[config.mk]
export PLATFORM = sky130hd
export DESIGN_NAME = aes128_dec_stream_if_flat
export DESIGN_NICKNAME = d
export VERILOG_FILES = /design/src/rtl/aes128_dec_stream_if_if.sv /design/src/rtl/aes128_dec_stream_if.sv /design/src/flat_wrapper.sv
export SDC_FILE = /design/constraint.sdc
export NUM_CORES = 1
export LEC_CHECK = 0
export ABC_AREA = 1
export ABC_CLOCK_PERIOD_IN_PS = 1590
export BUFFER_PORTS_ARGS = -buffer_cell sky130_fd_sc_hd__buf_2
export CELL_PAD_IN_SITES_DETAIL_PLACEMENT = 1
export CELL_PAD_IN_SITES_GLOBAL_PLACEMENT = 1
export CORE_AREA = 2 2 283 285
export CTS_CLUSTER_SIZE = 14
export DETAILED_ROUTE_END_ITERATION = 16
export DIE_AREA = 0 0 285 287
export GPL_TIMING_DRIVEN = 0
export PLACE_DENSITY_LB_ADDON = 0.1
export SYNTH_ARGS = -nofsm -noshare
export SYNTH_HDL_FRONTEND = slang
export SYNTH_SLANG_ARGS = --single-unit
export TNS_END_PERCENT = 50
[constraint.sdc]
create_clock -name clk -period 1.59 [get_ports clk]
set_clock_uncertainty 0.1 [all_clocks]
set_input_delay 0.318 -clock clk [delete_from_list [all_inputs] [get_ports clk]]
set_output_delay 0.318 -clock clk [all_outputs]
set_load 0.02 [all_outputs]
[src/rtl/aes128_dec_stream_if_if.sv]
// Bus bundle for aes128_dec_stream_if: ciphertext input stream, plaintext output
// stream and the decryptor start/ready/done handshake.
interface aes128_dec_stream_if_if;
  logic         in_valid_i;
  logic         in_ready_o;
  logic [31:0]  in_data_i;
  logic         out_valid_o;
  logic         out_ready_i;
  logic [31:0]  out_data_o;
  logic         dec_start_o;
  logic [127:0] dec_key_o;
  logic [127:0] dec_cipher_o;
  logic         dec_ready_i;
  logic         dec_done_i;
  logic [127:0] dec_plain_i;

  modport slave (
    input  in_valid_i, in_data_i, out_ready_i, dec_ready_i, dec_done_i, dec_plain_i,
    output in_ready_o, out_valid_o, out_data_o, dec_start_o, dec_key_o, dec_cipher_o
  );

  modport master (
    output in_valid_i, in_data_i, out_ready_i, dec_ready_i, dec_done_i, dec_plain_i,
    input  in_ready_o, out_valid_o, out_data_o, dec_start_o, dec_key_o, dec_cipher_o
  );
endinterface

[src/rtl/aes128_dec_stream_if.sv]
// Word-stream packer/unpacker around an AES-128 block decryptor.
// Define AES_DEC_CBC_EN to add CBC chaining; default build is ECB.
module aes128_dec_stream_if #(
  parameter int TIMEOUT_CYC = 1023,
  parameter int CNT_W       = 16
) (
  input  logic                 clk,
  input  logic                 rst_n,
  input  logic [127:0]         key_i,
  input  logic [127:0]         iv_i,
  input  logic                 iv_load_i,
  aes128_dec_stream_if_if.slave bus,
  output logic [CNT_W-1:0]     blk_cnt_o,
  output logic                 err_o
);

  localparam int TMO_W = $clog2(TIMEOUT_CYC + 1);
  localparam logic [TMO_W-1:0] TMO_LAST = TMO_W'(TIMEOUT_CYC - 1);

  localparam logic [1:0] COLLECT_S = 2'd0;
  localparam logic [1:0] ISSUE_S   = 2'd1;
  localparam logic [1:0] WAIT_S    = 2'd2;
  localparam logic [1:0] DRAIN_S   = 2'd3;

  logic [1:0]       r_state;
  logic [1:0]       w_state_nx;
  logic [1:0]       r_idx;
  logic [TMO_W-1:0] r_tmo_cnt;
  logic             r_in_ready;
  logic             r_out_valid;
  logic             r_start;
  logic             r_err;
  logic [127:0]     r_cipher;
  logic [127:0]     r_result;
  logic [127:0]     w_result;
  logic [CNT_W-1:0] r_blk_cnt;
  logic             w_in_acc;
  logic             w_out_hs;
  logic             w_tmo_hit;
  logic             w_iv_load;
  logic             w_done;

  assign w_in_acc  = bus.in_valid_i & r_in_ready;
  assign w_out_hs  = r_out_valid & bus.out_ready_i;
  assign w_tmo_hit = (r_tmo_cnt == TMO_LAST);
  assign w_done    = (r_state == WAIT_S) & bus.dec_done_i;
  assign w_iv_load = iv_load_i & (r_state == COLLECT_S) & (r_idx == 2'd0);

`ifdef AES_DEC_CBC_EN
  logic [127:0] r_chain;

  // Chain register: previous ciphertext block, or the IV after a load
  always_ff @(posedge clk or negedge rst_n) begin
    if (!rst_n) begin
      r_chain <= 128'd0;
    end else if (w_done) begin
      r_chain <= r_cipher;
    end else if (w_iv_load) begin
      r_chain <= iv_i;
    end else begin
      r_chain <= r_chain;
    end
  end

  assign w_result = bus.dec_plain_i ^ r_chain;
`else
  logic w_unused_iv;
  assign w_unused_iv = ^iv_i;
  assign w_result    = bus.dec_plain_i;
`endif

  // Next-state selection
  always_comb begin
    w_state_nx = r_state;
    case (r_state)
      COLLECT_S: begin
        if (w_in_acc && (r_idx == 2'd3)) w_state_nx = ISSUE_S;
        else                             w_state_nx = COLLECT_S;
      end
      ISSUE_S: begin
        if (bus.dec_ready_i) w_state_nx = WAIT_S;
        else                 w_state_nx = ISSUE_S;
      end
      WAIT_S: begin
        if (bus.dec_done_i)  w_state_nx = DRAIN_S;
        else if (w_tmo_hit)  w_state_nx = COLLECT_S;
        else                 w_state_nx = WAIT_S;
      end
      DRAIN_S: begin
        if (w_out_hs && (r_idx == 2'd3)) w_state_nx = COLLECT_S;
        else                             w_state_nx = DRAIN_S;
      end
      default: w_state_nx = COLLECT_S;
    endcase
  end

  // Datapath, handshake flags and counters
  always_ff @(posedge clk or negedge rst_n) begin
    if (!rst_n) begin
      r_state     <= COLLECT_S;
      r_idx       <= 2'd0;
      r_tmo_cnt   <= '0;
      r_in_ready  <= 1'b0;
      r_out_valid <= 1'b0;
      r_start     <= 1'b0;
      r_err       <= 1'b0;
      r_cipher    <= 128'd0;
      r_result    <= 128'd0;
      r_blk_cnt   <= '0;
    end else begin
      r_state    <= w_state_nx;
      r_in_ready <= (w_state_nx == COLLECT_S);
      r_start    <= 1'b0;
      case (r_state)
        COLLECT_S: begin
          if (w_in_acc) begin
            r_cipher[8'd127 - {1'b0, r_idx, 5'd0} -: 32] <= bus.in_data_i;
            r_idx <= r_idx + 2'd1;
          end
          // iv_load also serves as the error acknowledge, in both modes
          if (w_iv_load) r_err <= 1'b0;
        end
        ISSUE_S: begin
          if (bus.dec_ready_i) begin
            r_start   <= 1'b1;
            r_tmo_cnt <= '0;
          end
        end
        WAIT_S: begin
          if (bus.dec_done_i) begin
            r_result    <= w_result;
            r_out_valid <= 1'b1;
          end else if (w_tmo_hit) begin
            r_err <= 1'b1;
          end else begin
            r_tmo_cnt <= r_tmo_cnt + TMO_W'(1);
          end
        end
        DRAIN_S: begin
          // Shifting leaves the next word on top and all-zero after the 4th
          if (w_out_hs) begin
            r_result <= {r_result[95:0], 32'd0};
            r_idx    <= r_idx + 2'd1;
            if (r_idx == 2'd3) begin
              r_out_valid <= 1'b0;
              r_blk_cnt   <= r_blk_cnt + CNT_W'(1);
            end
          end
        end
        default: r_state <= COLLECT_S;
      endcase
    end
  end

  assign bus.in_ready_o   = r_in_ready;
  assign bus.out_valid_o  = r_out_valid;
  assign bus.out_data_o   = r_result[127:96];
  assign bus.dec_start_o  = r_start;
  assign bus.dec_key_o    = key_i;
  assign bus.dec_cipher_o = r_cipher;
  assign blk_cnt_o        = r_blk_cnt;
  assign err_o            = r_err;

endmodule

[src/flat_wrapper.sv]
// flat-port wrapper written by rule: the top's interface ports become plain ports
module aes128_dec_stream_if_flat 
#(
  parameter int TIMEOUT_CYC = 1023,
  parameter int CNT_W       = 16
)
  (clk, rst_n, key_i, iv_i, iv_load_i, blk_cnt_o, err_o, bus_in_valid_i, bus_in_data_i, bus_out_ready_i, bus_dec_ready_i, bus_dec_done_i, bus_dec_plain_i, bus_in_ready_o, bus_out_valid_o, bus_out_data_o, bus_dec_start_o, bus_dec_key_o, bus_dec_cipher_o);
  aes128_dec_stream_if_if bus_i ();
  input  logic clk;
  input  logic rst_n;
  input  logic [127:0] key_i;
  input  logic [127:0] iv_i;
  input  logic iv_load_i;
  output logic [CNT_W-1:0] blk_cnt_o;
  output logic err_o;
  input wire logic [$bits(bus_i.in_valid_i)-1:0] bus_in_valid_i;
  input wire logic [$bits(bus_i.in_data_i)-1:0] bus_in_data_i;
  input wire logic [$bits(bus_i.out_ready_i)-1:0] bus_out_ready_i;
  input wire logic [$bits(bus_i.dec_ready_i)-1:0] bus_dec_ready_i;
  input wire logic [$bits(bus_i.dec_done_i)-1:0] bus_dec_done_i;
  input wire logic [$bits(bus_i.dec_plain_i)-1:0] bus_dec_plain_i;
  output wire logic [$bits(bus_i.in_ready_o)-1:0] bus_in_ready_o;
  output wire logic [$bits(bus_i.out_valid_o)-1:0] bus_out_valid_o;
  output wire logic [$bits(bus_i.out_data_o)-1:0] bus_out_data_o;
  output wire logic [$bits(bus_i.dec_start_o)-1:0] bus_dec_start_o;
  output wire logic [$bits(bus_i.dec_key_o)-1:0] bus_dec_key_o;
  output wire logic [$bits(bus_i.dec_cipher_o)-1:0] bus_dec_cipher_o;
  assign bus_i.in_valid_i = bus_in_valid_i;
  assign bus_i.in_data_i = bus_in_data_i;
  assign bus_i.out_ready_i = bus_out_ready_i;
  assign bus_i.dec_ready_i = bus_dec_ready_i;
  assign bus_i.dec_done_i = bus_dec_done_i;
  assign bus_i.dec_plain_i = bus_dec_plain_i;
  assign bus_in_ready_o = bus_i.in_ready_o;
  assign bus_out_valid_o = bus_i.out_valid_o;
  assign bus_out_data_o = bus_i.out_data_o;
  assign bus_dec_start_o = bus_i.dec_start_o;
  assign bus_dec_key_o = bus_i.dec_key_o;
  assign bus_dec_cipher_o = bus_i.dec_cipher_o;
  aes128_dec_stream_if #(.TIMEOUT_CYC(TIMEOUT_CYC), .CNT_W(CNT_W)) u_core (.clk(clk), .rst_n(rst_n), .key_i(key_i), .iv_i(iv_i), .iv_load_i(iv_load_i), .bus(bus_i), .blk_cnt_o(blk_cnt_o), .err_o(err_o));
endmodule
==> results of run 1 <==
==> logic make-up after synthesis <==
kind of cell	share of synthesized area
AO/OA/AOI/OAI	0.105
buffers and inverters	0.135
AND/OR/NAND/NOR	0.232
XOR/XNOR	0.00623
flip-flops	0.516
adder cells (fa/ha/maj)	0.00622
==> report_power, final <==
group	switching [W]	internal, W	total, W
clock	0.00372	0.00541	0.00913
sequential	0.00187	0.00987	0.0117
combinational	0.0124	0.00960	0.0220
==> through the flow <==
stage / cell area, um^2 / instances
2_1_floorplan: 14100 / 1661
4_1_cts: 22100 / 3459
3_3_place_gp: 17800 / 3185
6_report: 24100 / 3511
5_1_grt: 24100 / 3511
3_5_place_dp: 17800 / 3187
==> cell usage in the layout, fill, tap and decap left out, drive strengths merged <==
cell	instances
or2	4
nand2	451
ha	7
a21oi	13
xnor2	3
clkinv	10
clkinvlp	2
o21bai	2
nor3	2
nand4	101
inv	42
nand3b	1
dfrtp	290
nor2	131
o211ai	1
clkbuf	110
nand3	74
xor2	7
a31oi	83
dlygate4sd3	159
o21ai	173
bufinv	3
buf	792
==> registers in the layout (all words and copies together) (netlist names), 2 cells and up <==
| register | cells |
|---|---|
| u_core.r_idx | 2 |
| u_core.r_state | 2 |
| u_core.r_result | 128 |
| u_core.blk_cnt_o | 16 |
| u_core.r_tmo_cnt | 10 |
| u_core.bus.dec_cipher_o | 128 |
==> area by class of cell <==
| cell class | count | area [um^2] |
|---|---|---|
| Clock buffer | 56 | 1120 |
| Fill cell | 9128 | 54500 |
| Tap cell | 1050 | 1310 |
| Inverter | 44 | 193 |
| Buffer | 267 | 2370 |
| Sequential cell | 290 | 7270 |
| Clock inverter | 13 | 178 |
| Multi-Input combinational cell | 1053 | 6210 |
| Timing Repair Buffer | 738 | 5490 |
==> worst min path at each step <==
| stage | start | to | slack, ps |
|---|---|---|---|
| after floorplan | rst_n | u_core.blk_cnt_o[0]$_DFFE_PN0P_ | -80 |
| after global placement | u_core.bus.dec_cipher_o[17]$_DFFE_PN0P_ | u_core.bus.dec_cipher_o[17]$_DFFE_PN0P_ | 360 |
| after detailed placement | rst_n | u_core.bus.dec_cipher_o[82]$_DFFE_PN0P_ | 360 |
| after CTS | rst_n | u_core.bus.dec_cipher_o[82]$_DFFE_PN0P_ | -280 |
| after global routing | rst_n | u_core.bus.dec_cipher_o[83]$_DFFE_PN0P_ | -260 |
| final | rst_n | u_core.bus.dec_cipher_o[83]$_DFFE_PN0P_ | -300 |
==> metal layers <==
| metal | GRT usage | vias up |
|---|---|---|
| met1 | 0.192 | 7210 |
| met2 | 0.281 | 313 |
| li1 | - | 6955 |
| met3 | 0.0429 | 82 |
| met5 | 0 | - |
| met4 | 0.0390 | 10 |
==> what timing repair did <==
| item | in CTS | in global routing |
|---|---|---|
| setup buffers | 32 | 46 |
| hold endpoints to repair | 346 | 96 |
| resized for setup | 294 | 398 |
| endpoints found under the setup margin | 406 | 404 |
| gates cloned | 13 | 14 |
| pin swaps | 15 | 34 |
==> results.tsv, run 1 <==
stage	metric	value	unit
status	status	finished, violations left	
status	violated checks	negative hold slack, negative setup slack	
clocking	clk_lat worst skew	580	ps
route	DRC viols	0	
clocking	TritonCTS Buffers	39	
synth	Post-Syn Instances	1661	
route	via count	14570	
clocking	clock slew at reported path FFs	60	ps
worst_setup_path	CP endpoint kind	flip-flop	
route	WL final	68.7	mm
clocking	hold buffers post-CTS	159	
synth	Most used DFF post-synth	dfrtp_1	
sta	Period minus WS final	1780	ps
worst_setup_path	Critical path destination	u_core.r_result[89]$_DFFE_PN0P_	
sta	hold slack	-302	ps
worst_setup_path	Worst R2R Setup Slack	-190	ps
layout	fin util	0.307	
sta	fin worst setup slack	-192	ps
synth	Mean Syn Cell Area	8.47	um^2
synth	ys async rst share	1.00	
worst_setup_path	Slowest-stage cell, CP	dfrtp_2	
route	met3 wire length	4.09	mm
sta	Final period util	1.12	
sta	Setup-failing EPs final	294	
die	die height	287	um
sta	final setup TNS	-19890	ps
layout	synthesis-to-finish area growth	71.6	%
sta	relative slew slack	0.435	
synth	leading area contributor after synthesis	dfrtp_1	
worst_setup_path	worst-path cell chain	buf_12 > nand2_8 > clkinv_8 > nand2_8 > nand2_8 > buf_12 > buf_12 > buf_16 > nor2_4 > a31oi_1	
die	die width	285	um
clocking	TritonCTS Sinks	290	
hold_path	Hold Path Class	primary input to asynchronous set/reset pin	
power	final total power	0.0429	W
worst_setup_path	critical path fanouts, max	6	
sta	Fin. Hold Viols	96	
place	placer's final routability congestion estimate	0.774	
global_route	total grt overflow	0	
route	Initial DRC Count	646	
die	die area	81800	um^2
power	pwr/cell area	1780	nW/um^2
place	DP Worst Slack	-822	ps
worst_setup_path	crit-path max cell delay	470	ps
clocking	CTS max path bufs	3	
worst_setup_path	Worst Path Arrival	2130	ps
layout	layout cells sized above 1	0.450	
synth	Syn. warnings	0	
route	DR vias/cell	4.15	
worst_setup_path	Buf+Inv Stages, Crit Path	5	
sta	FMAX	0.561	GHz
route	DR WL/cell	19.6	um
synth	Mapped Nets	2091	
clocking	CTS tree	yes	
place	hpwl dp	49.1	mm
synth	Yosys top cell area share	0.516	
sta	unrepaired setup endpoints after global routing	yes	
global_route	first-pass GRT wire length	99.7	mm
synth	Cell Area, Synth	14100	um^2
route	max layer used	met5	
worst_setup_path	Largest delay share family, worst path	buffers and inverters	
worst_setup_path	reg-to-reg endpoint	u_core.r_result[89]$_DFFE_PN0P_	
global_route	initial antenna violation count	7	
global_route	All-Layer GR Usage	0.159	
worst_setup_path	critical path class	flip-flop to flip-flop	
layout	final-stage net count	2863	
layout	n_diodes	0	
global_route	pin count of the biggest net entering global routing	99	
clocking	H-tree depth	2	
route	drt first pass iters	4	
flow_run	max-cap violation count	0	
synth	Seq/Total Area, Yosys	0.516	
route	DRT antenna net count	0	
worst_setup_path	Worst EP required	1940	ps
sta	Pins Over Slew Limit	0	
die	# rows	103	
die	Ports	731	
global_route	number of global-route vias before repair	15517	
sta	Tightest Pin Transition	847	ps
synth	Yosys reg bits	290	
worst_setup_path	Crit. Startpoint	u_core.r_state[0]$_DFF_PN0_	
synth	count leader, synth	nand2_1	
worst_setup_path	Setup crit start kind	flip-flop	
synth	synth unique cells	29	
clocking	Root Buffer	clkbuf_16	
synth	Commonest cells post-synth	448 x nand2_1, 290 x dfrtp_1, 162 x buf_4	
synth	EDFF count, synth	0	
worst_setup_path	Worst Reg-to-Reg Cells	10	
die	Core ar.	78600	um^2
power	Peak VDD IR	0.757	mV
power	leakage power	11.8	nW
place	port bufs	474	
die	starting density of the core	0.179	
worst_setup_path	reg-to-reg critical path startpoint	u_core.r_state[0]$_DFF_PN0_	
route	met2 wire len	35.3	mm
synth	synth top area cells	dfrtp_1 52%, nand2_1 12%, buf_4 8.6%	
route	wl on met1	28.0	mm
worst_setup_path	Crit. path cell count	10	
Note: power is estimated with default switching activity, not from simulation.
==> run 2: changes to the inputs <==
Settings changed: CELL_PAD_IN_SITES_DETAIL_PLACEMENT 1 to unset, CELL_PAD_IN_SITES_GLOBAL_PLACEMENT 1 to unset, CORE_AREA 2 2 283 285 to 2 2 280 282, DIE_AREA 0 0 285 287 to 0 0 282 284, PLACE_DENSITY_LB_ADDON 0.1 to unset, TNS_END_PERCENT 50 to unset.
==> run 2 against run 1 <==
Compared with the run above:
- the run still ends with negative hold slack, negative setup slack left
- first-iteration DRC count up 59%
- combinational power increased by 6%
- clock power down 5.6%
- die area decreased by 2.1%
- largest cell class unchanged
- sequential cell count stayed put
- maximum frequency fell by 2.3%
- critical path type unchanged
- critical endpoint is now u_core.bus.dec_cipher_o[103]$_DFFE_PN0P_
- highest routed layer unchanged
- sequential share of layout area down 0.81 points
- critical path depth is the same
- routed wire length fell by 1.6%
- design area is 2.8% higher
==> results.tsv, run 2 (synthesis gave the netlist of run 1 again) <==
stage	metric	value	unit	change
global_route	M2 GR Usage	0.268		-0.0135
place	port bufs	474		unchanged
route	WL final	67.6	mm	-1.6%
clocking	TritonCTS Sinks	290		unchanged
layout	final-stage net count	2902		+1.4%
clocking	Root Buffer	clkbuf_16		
sta	FMAX	0.548	GHz	-2.3%
route	Initial DRC Count	1028		+59%
status	status	finished, violations left		
sta	Fin. Hold Viols	100		+4.2%
global_route	M1 GR Usage	0.171		-0.0207
clocking	TritonCTS Buffers	38		-2.6%
power	pwr/cell area	1770	nW/um^2	-0.60%
global_route	number of global-route vias before repair	14701		-5.3%
global_route	met3 Track Usage GR	0.0431		+0.000123
clocking	clock slew at reported path FFs	70	ps	about the same
global_route	first-pass GRT wire length	91.6	mm	-8.1%
sta	Period minus WS final	1820	ps	+41.8 ps
layout	most common cell after layout, fill and taps aside	buf_2		
die	Ports	731		unchanged
power	Peak VDD IR	0.832	mV	+9.9%
layout	layout cells sized above 1	0.488		+0.0378
clocking	CTS tree	yes		
clocking	clk_lat worst skew	550	ps	-30 ps
global_route	total grt overflow	0		unchanged
clocking	CTS max path bufs	3		unchanged
die	die area	80100	um^2	-2.1%
die	# rows	102		-0.97%
worst_setup_path	CP endpoint kind	flip-flop		
hold_path	Hold Path Class	primary input to asynchronous set/reset pin		
place	hpwl dp	46.3	mm	-5.7%
die	die height	284	um	-1.0%
worst_setup_path	Worst Path Arrival	2210	ps	+80 ps
sta	unrepaired setup endpoints after global routing	yes		
route	DR WL/cell	19.1	um	-2.4%
layout	most frequent cells in the layout	432 x buf_2, 412 x nand2_1, 278 x dfrtp_1		
route	via count	15125		+3.8%
global_route	pin count of the biggest net entering global routing	104		+5.1%
route	drt first pass iters	8		+4
route	DR vias/cell	4.27		+3.0%
sta	Pins Over Slew Limit	0		unchanged
sta	Final period util	1.15		+0.0263
worst_setup_path	critical path fanouts, max	5		-1
power	leakage power	12.1	nW	+3.2%
status	violated checks	negative hold slack, negative setup slack		
clocking	hold buffers post-CTS	157		-1.3%
sta	relative slew slack	0.425		-0.0103
sta	hold slack	-283	ps	+19.7 ps
sta	fin worst setup slack	-234	ps	-41.8 ps
place	DP Worst Slack	-873	ps	-50.9 ps
route	DRT antenna net count	0		unchanged
clocking	H-tree depth	2		unchanged
place	placer's final routability congestion estimate	0.844		+9.1%
die	Core ar.	77000	um^2	-2.1%
global_route	All-Layer GR Usage	0.151		-0.00806
layout	synthesis-to-finish area growth	76.4	%	
flow_run	max-cap violation count	0		unchanged
worst_setup_path	critical path class	flip-flop to flip-flop		
worst_setup_path	Setup crit start kind	flip-flop		
worst_setup_path	Worst EP required	1970	ps	+30 ps
route	DRC viols	0		unchanged
global_route	initial antenna violation count	3		-4
sta	Setup-failing EPs final	288		-2.0%
die	die width	282	um	-1.1%
die	starting density of the core	0.183		+0.00385
sta	Tightest Pin Transition	863	ps	+15.5 ps
global_route	global route hottest layer	met2		
power	final total power	0.0438	W	+2.2%
[run 2: what timing repair did]
action / CTS / global route
cloned: 13 / 26
pin swaps: 44 / 51
buffers inserted: 79 / 49
resized for setup: 473 / 406
hold endpoints to repair: 338 / 100
setup endpoints to repair: 341 / 304
[run 2: area by class of cell]
| type | count | area (um^2) |
|---|---|---|
| Clock inverter | 15 | 131 |
| Timing Repair Buffer | 798 | 6230 |
| Multi-Input combinational cell | 1054 | 6220 |
| Inverter | 44 | 188 |
| Antenna cell | 1 | 2.50 |
| Tap cell | 1040 | 1300 |
| Fill cell | 7868 | 52100 |
| Sequential cell | 290 | 7270 |
| Buffer | 246 | 2360 |
| Clock buffer | 51 | 1110 |
[run 2: routing by layer]
layer	vias to the layer above	part of all wire	routed length, um
met1	7249	0.37	25300
met2	689	0.50	33700
met4	2	0.046	3100
li1	7032	-	-
met3	153	0.081	5490
met5	-	0.00019	13
[run 2: worst paths after layout]
kind	from	endpoint	slack, ps	cells past startpoint
setup / recovery	u_core.r_idx[0]$_DFFE_PN0P_	u_core.bus.dec_cipher_o[103]$_DFFE_PN0P_	-230	10
hold / removal	rst_n	u_core.bus.dec_cipher_o[62]$_DFFE_PN0P_	-280	1
setup reg to reg	u_core.r_idx[0]$_DFFE_PN0P_	u_core.bus.dec_cipher_o[103]$_DFFE_PN0P_	-230	10
hold reg to reg	u_core.bus.dec_cipher_o[83]$_DFFE_PN0P_	u_core.bus.dec_cipher_o[83]$_DFFE_PN0P_	380	2
max in group asynchronous	rst_n	u_core.r_result[120]$_DFFE_PN0P_	470	2
min in group clk	bus_dec_plain_i[33]	u_core.r_result[33]$_DFFE_PN0P_	50	3
[run 2: worst max-delay path: stages, from the launching register on]
cell	delay [ps]
dfrtp_1	420
inv_2	100
buf_8	110
ha_4	130
clkinvlp_4	160
nor2_4	190
buf_6	140
buf_12	110
buf_8	110
nand4_1	90
nand2_1	90
[run 2: through the flow]
step / TNS [ps] / utilization / cell area, um^2 / instances / hold WS [ps]
3_3_place_gp: -1812010 / 0.231 / 17700 / 3175 / 364
3_5_place_dp: -124670 / 0.231 / 17800 / 3177 / 349
6_report: -32800 / 0.323 / 24800 / 3539 / -283
5_1_grt: -49700 / 0.322 / 24800 / 3538 / -229
4_1_cts: -15550 / 0.295 / 22700 / 3472 / -247
2_1_floorplan: 0 / - / 14100 / 1661 / -77.6
[run 2: where the power goes]
part / internal [W] / switching, W / leakage (nW)
Sequential: 0.00988 / 0.00196 / 3.69
Clock: 0.00509 / 0.00353 / 0.613
Combinational: 0.0103 / 0.0131 / 7.83
==> run 3: changes to the inputs <==
Settings changed: BUFFER_PORTS_ARGS -buffer_cell sky130_fd_sc_hd__buf_2 to unset, CORE_AREA 2 2 280 282 to 2 2 285 287, DIE_AREA 0 0 282 284 to 0 0 287 289, DONT_BUFFER_PORTS set to 1.
==> run 3 against run 2 <==
Compared with the run above:
- the flow still finishes with violations (negative hold slack, negative setup slack)
- non-clock buffer count down 551
- total power shrank 16%
- die area rose by 3.6%
- design area shrank 18%
- largest power group unchanged
- register-to-register slack better by 80 ps
- worst hold slack got worse by 340 ps
- utilization shrank 6.8 points
- clock power grew 2%
- first-iteration DRC count shrank 27%
- sequential power up 9%
- global-route usage fell by 1.0 points
==> results.tsv, run 3 (synthesis gave the netlist of run 1 again) <==
stage	metric	value	unit	change
worst_setup_path	critical path class	flip-flop to flip-flop		
worst_setup_path	Worst Reg-to-Reg Cells	9		-1
route	WL final	62.1	mm	-8.1%
layout	most common cell after layout, fill and taps aside	nand2_1		
sta	Pins Over Slew Limit	0		unchanged
global_route	All-Layer GR Usage	0.141		-0.0103
clocking	H-tree depth	2		unchanged
global_route	first-pass GRT wire length	86.8	mm	-5.3%
die	Core ar.	79900	um^2	+3.8%
worst_setup_path	Setup crit start kind	flip-flop		
power	leakage power	9.21	nW	-24%
worst_setup_path	reg-to-reg critical path startpoint	u_core.r_state[0]$_DFF_PN0_		
power	Peak VDD IR	0.798	mV	-4.1%
worst_setup_path	Buf+Inv Stages, Crit Path	5		-1
die	die width	287	um	+1.8%
worst_setup_path	crit-path max cell delay	470	ps	+50 ps
layout	synthesis-to-finish area growth	44.7	%	
route	DR WL/cell	20.6	um	+8.0%
route	DR vias/cell	4.30		+0.59%
clocking	TritonCTS Buffers	37		-2.6%
power	Reg power frac	0.350		+0.080
clocking	CTS tree	yes		
sta	Fin. Hold Viols	290		+190%
worst_setup_path	worst-path cell chain	nor2_4 > buf_12 > buf_6 > nand4_1 > buf_6 > buf_12 > clkbuf_16 > nand2_2 > o21ai_1		
sta	final setup TNS	-13660	ps	+19,140 ps
power	final total power	0.0369	W	-16%
sta	Setup-failing EPs final	223		-23%
route	DRT antenna net count	0		unchanged
sta	Final period util	1.10		-0.0477
worst_setup_path	reg-to-reg endpoint	u_core.bus.dec_cipher_o[14]$_DFFE_PN0P_		
place	placer's final routability congestion estimate	0.858		+1.6%
sta	Period minus WS final	1750	ps	-75.8 ps
sta	relative slew slack	0.450		+0.0248
power	pwr/cell area	1810	nW/um^2	+2.5%
sta	FMAX	0.572	GHz	+4.3%
layout	final-stage net count	2349		-19%
layout	fin util	0.255		-0.0677
sta	unrepaired setup endpoints after global routing	yes		
clocking	clock slew at reported path FFs	60	ps	about the same
flow_run	max-cap violation count	0		unchanged
worst_setup_path	CP endpoint kind	flip-flop		
global_route	number of global-route vias before repair	12842		-13%
die	die height	289	um	+1.8%
global_route	initial antenna violation count	5		+2
clocking	clk_lat worst skew	550	ps	about the same
die	die area	82900	um^2	+3.6%
clocking	CTS max path bufs	3		unchanged
global_route	total grt overflow	0		unchanged
worst_setup_path	Worst R2R Setup Slack	-160	ps	+80 ps
power	design internal power	0.0210	W	-17%
hold_path	Hold Path Class	primary input to asynchronous set/reset pin		
place	port bufs	0		-100%
power	switching portion of total power	0.431		+0.00736
power	clock power share	0.238		+0.041
sta	Tightest Pin Transition	826	ps	-37.3 ps
sta	fin worst setup slack	-158	ps	+75.8 ps
worst_setup_path	Slowest-stage cell, CP	dfrtp_2		
global_route	pin count of the biggest net entering global routing	291		+180%
power	Logic pwr share	0.412		-0.121
route	drt first pass iters	5		-3
worst_setup_path	Largest delay share family, worst path	buffers and inverters		
route	Initial DRC Count	754		-27%
power	switching pwr	0.0159	W	-14%
place	hpwl dp	44.8	mm	-3.3%
die	# rows	104		+2.0%
status	violated checks	negative hold slack, negative setup slack		
layout	most frequent cells in the layout	396 x nand2_1, 271 x dfrtp_1, 191 x buf_4		
sta	hold slack	-618	ps	-335 ps
worst_setup_path	Worst Path Arrival	2070	ps	-140 ps
status	status	finished, violations left		
worst_setup_path	critical path fanouts, max	5		unchanged
worst_setup_path	Worst EP required	1910	ps	-60 ps
route	DRC viols	0		unchanged
die	starting density of the core	0.176		-0.00673
layout	layout cells sized above 1	0.282		-0.205
clocking	TritonCTS Sinks	290		unchanged
die	Ports	731		unchanged
clocking	Root Buffer	clkbuf_16		
clocking	hold buffers post-CTS	162		+3.2%
route	via count	12940		-14%
[run 3: changes by cell type in the layout (fill, tap and decap cells not counted), moves of 12 or more]
cell       previous run  this run
nand2_1             412       396
buf_12               30        18
o21ai_0              47        80
buf_4               228       191
nand2_2              26        38
buf_2               432         4
nor2_4               48         9
nor2_2               45         9
o21ai_2              63        40
buf_6               100        33
nor2_1               38       113
clkbuf_16            63        50
[run 3: how the worst max path moves through the flow]
stage / startpoint / end / slack [ps] / depth (start not counted)
floorplan: u_core.r_idx[0]$_DFFE_PN0P_ / u_core.bus.dec_cipher_o[114]$_DFFE_PN0P_ / 30 / 7
global placement: u_core.bus.out_valid_o$_DFFE_PN0P_ / u_core.r_result[106]$_DFFE_PN0P_ / -730 / 7
detailed placement: u_core.bus.out_valid_o$_DFFE_PN0P_ / u_core.r_result[99]$_DFFE_PN0P_ / -740 / 7
CTS: u_core.r_state[0]$_DFF_PN0_ / u_core.bus.dec_cipher_o[2]$_DFFE_PN0P_ / -150 / 9
global route: u_core.r_state[1]$_DFF_PN0_ / u_core.bus.dec_cipher_o[23]$_DFFE_PN0P_ / -240 / 9
finish: u_core.r_state[0]$_DFF_PN0_ / u_core.bus.dec_cipher_o[14]$_DFFE_PN0P_ / -160 / 9
[run 3: per-layer routing]
layer	wire (um)	vias up	global-route usage
li1	-	5936	-
met1	23100	6236	0.159
met2	31000	639	0.249
met3	5830	127	0.0475
met4	2190	2	0.0464
met5	16	-	0
[run 3: timing repair]
item                       in CTS  in global routing
hold endpoints to repair      547                290
setup buffers                  31                 10
setup endpoints to repair     295                279
pin swaps                      16                 30
gates resized for setup       365                155
cloned                         12                  8
[run 3: power groups by stage]
| stage | registers [W] | logic, W | clock network (W) |
|---|---|---|---|
| after floorplan | 0.0120 | 0.00821 | 0 |
| after global placement | 0.0129 | 0.0115 | 0 |
| after detailed placement | 0.0129 | 0.0117 | 0 |
| after CTS | 0.0129 | 0.0142 | 0.00902 |
| after global routing | 0.0132 | 0.0166 | 0.00930 |
| final | 0.0129 | 0.0152 | 0.00875 |
[run 3: area by class of cell]
type                            count  area, um^2
Multi-Input combinational cell   1053        5540
Tap cell                         1060        1330
Timing Repair Buffer              221        2370
Clock inverter                     16         156
Buffer                            272        2390
Fill cell                        8492       59500
Antenna cell                        2        5.00
Sequential cell                   290        7280
Clock buffer                       52        1100
Inverter                           44         186
[run 3: stage by stage]
step	instance area, um^2	setup slack (ps)	std cells	hold WS (ps)
2_1_floorplan	14100	27.5	1661	-77.6
3_3_place_gp	15400	-726	2721	-65.4
3_5_place_dp	15400	-739	2721	-67.2
4_1_cts	19700	-153	2993	-672
5_1_grt	20400	-243	3010	-661
6_report	20400	-158	3010	-618
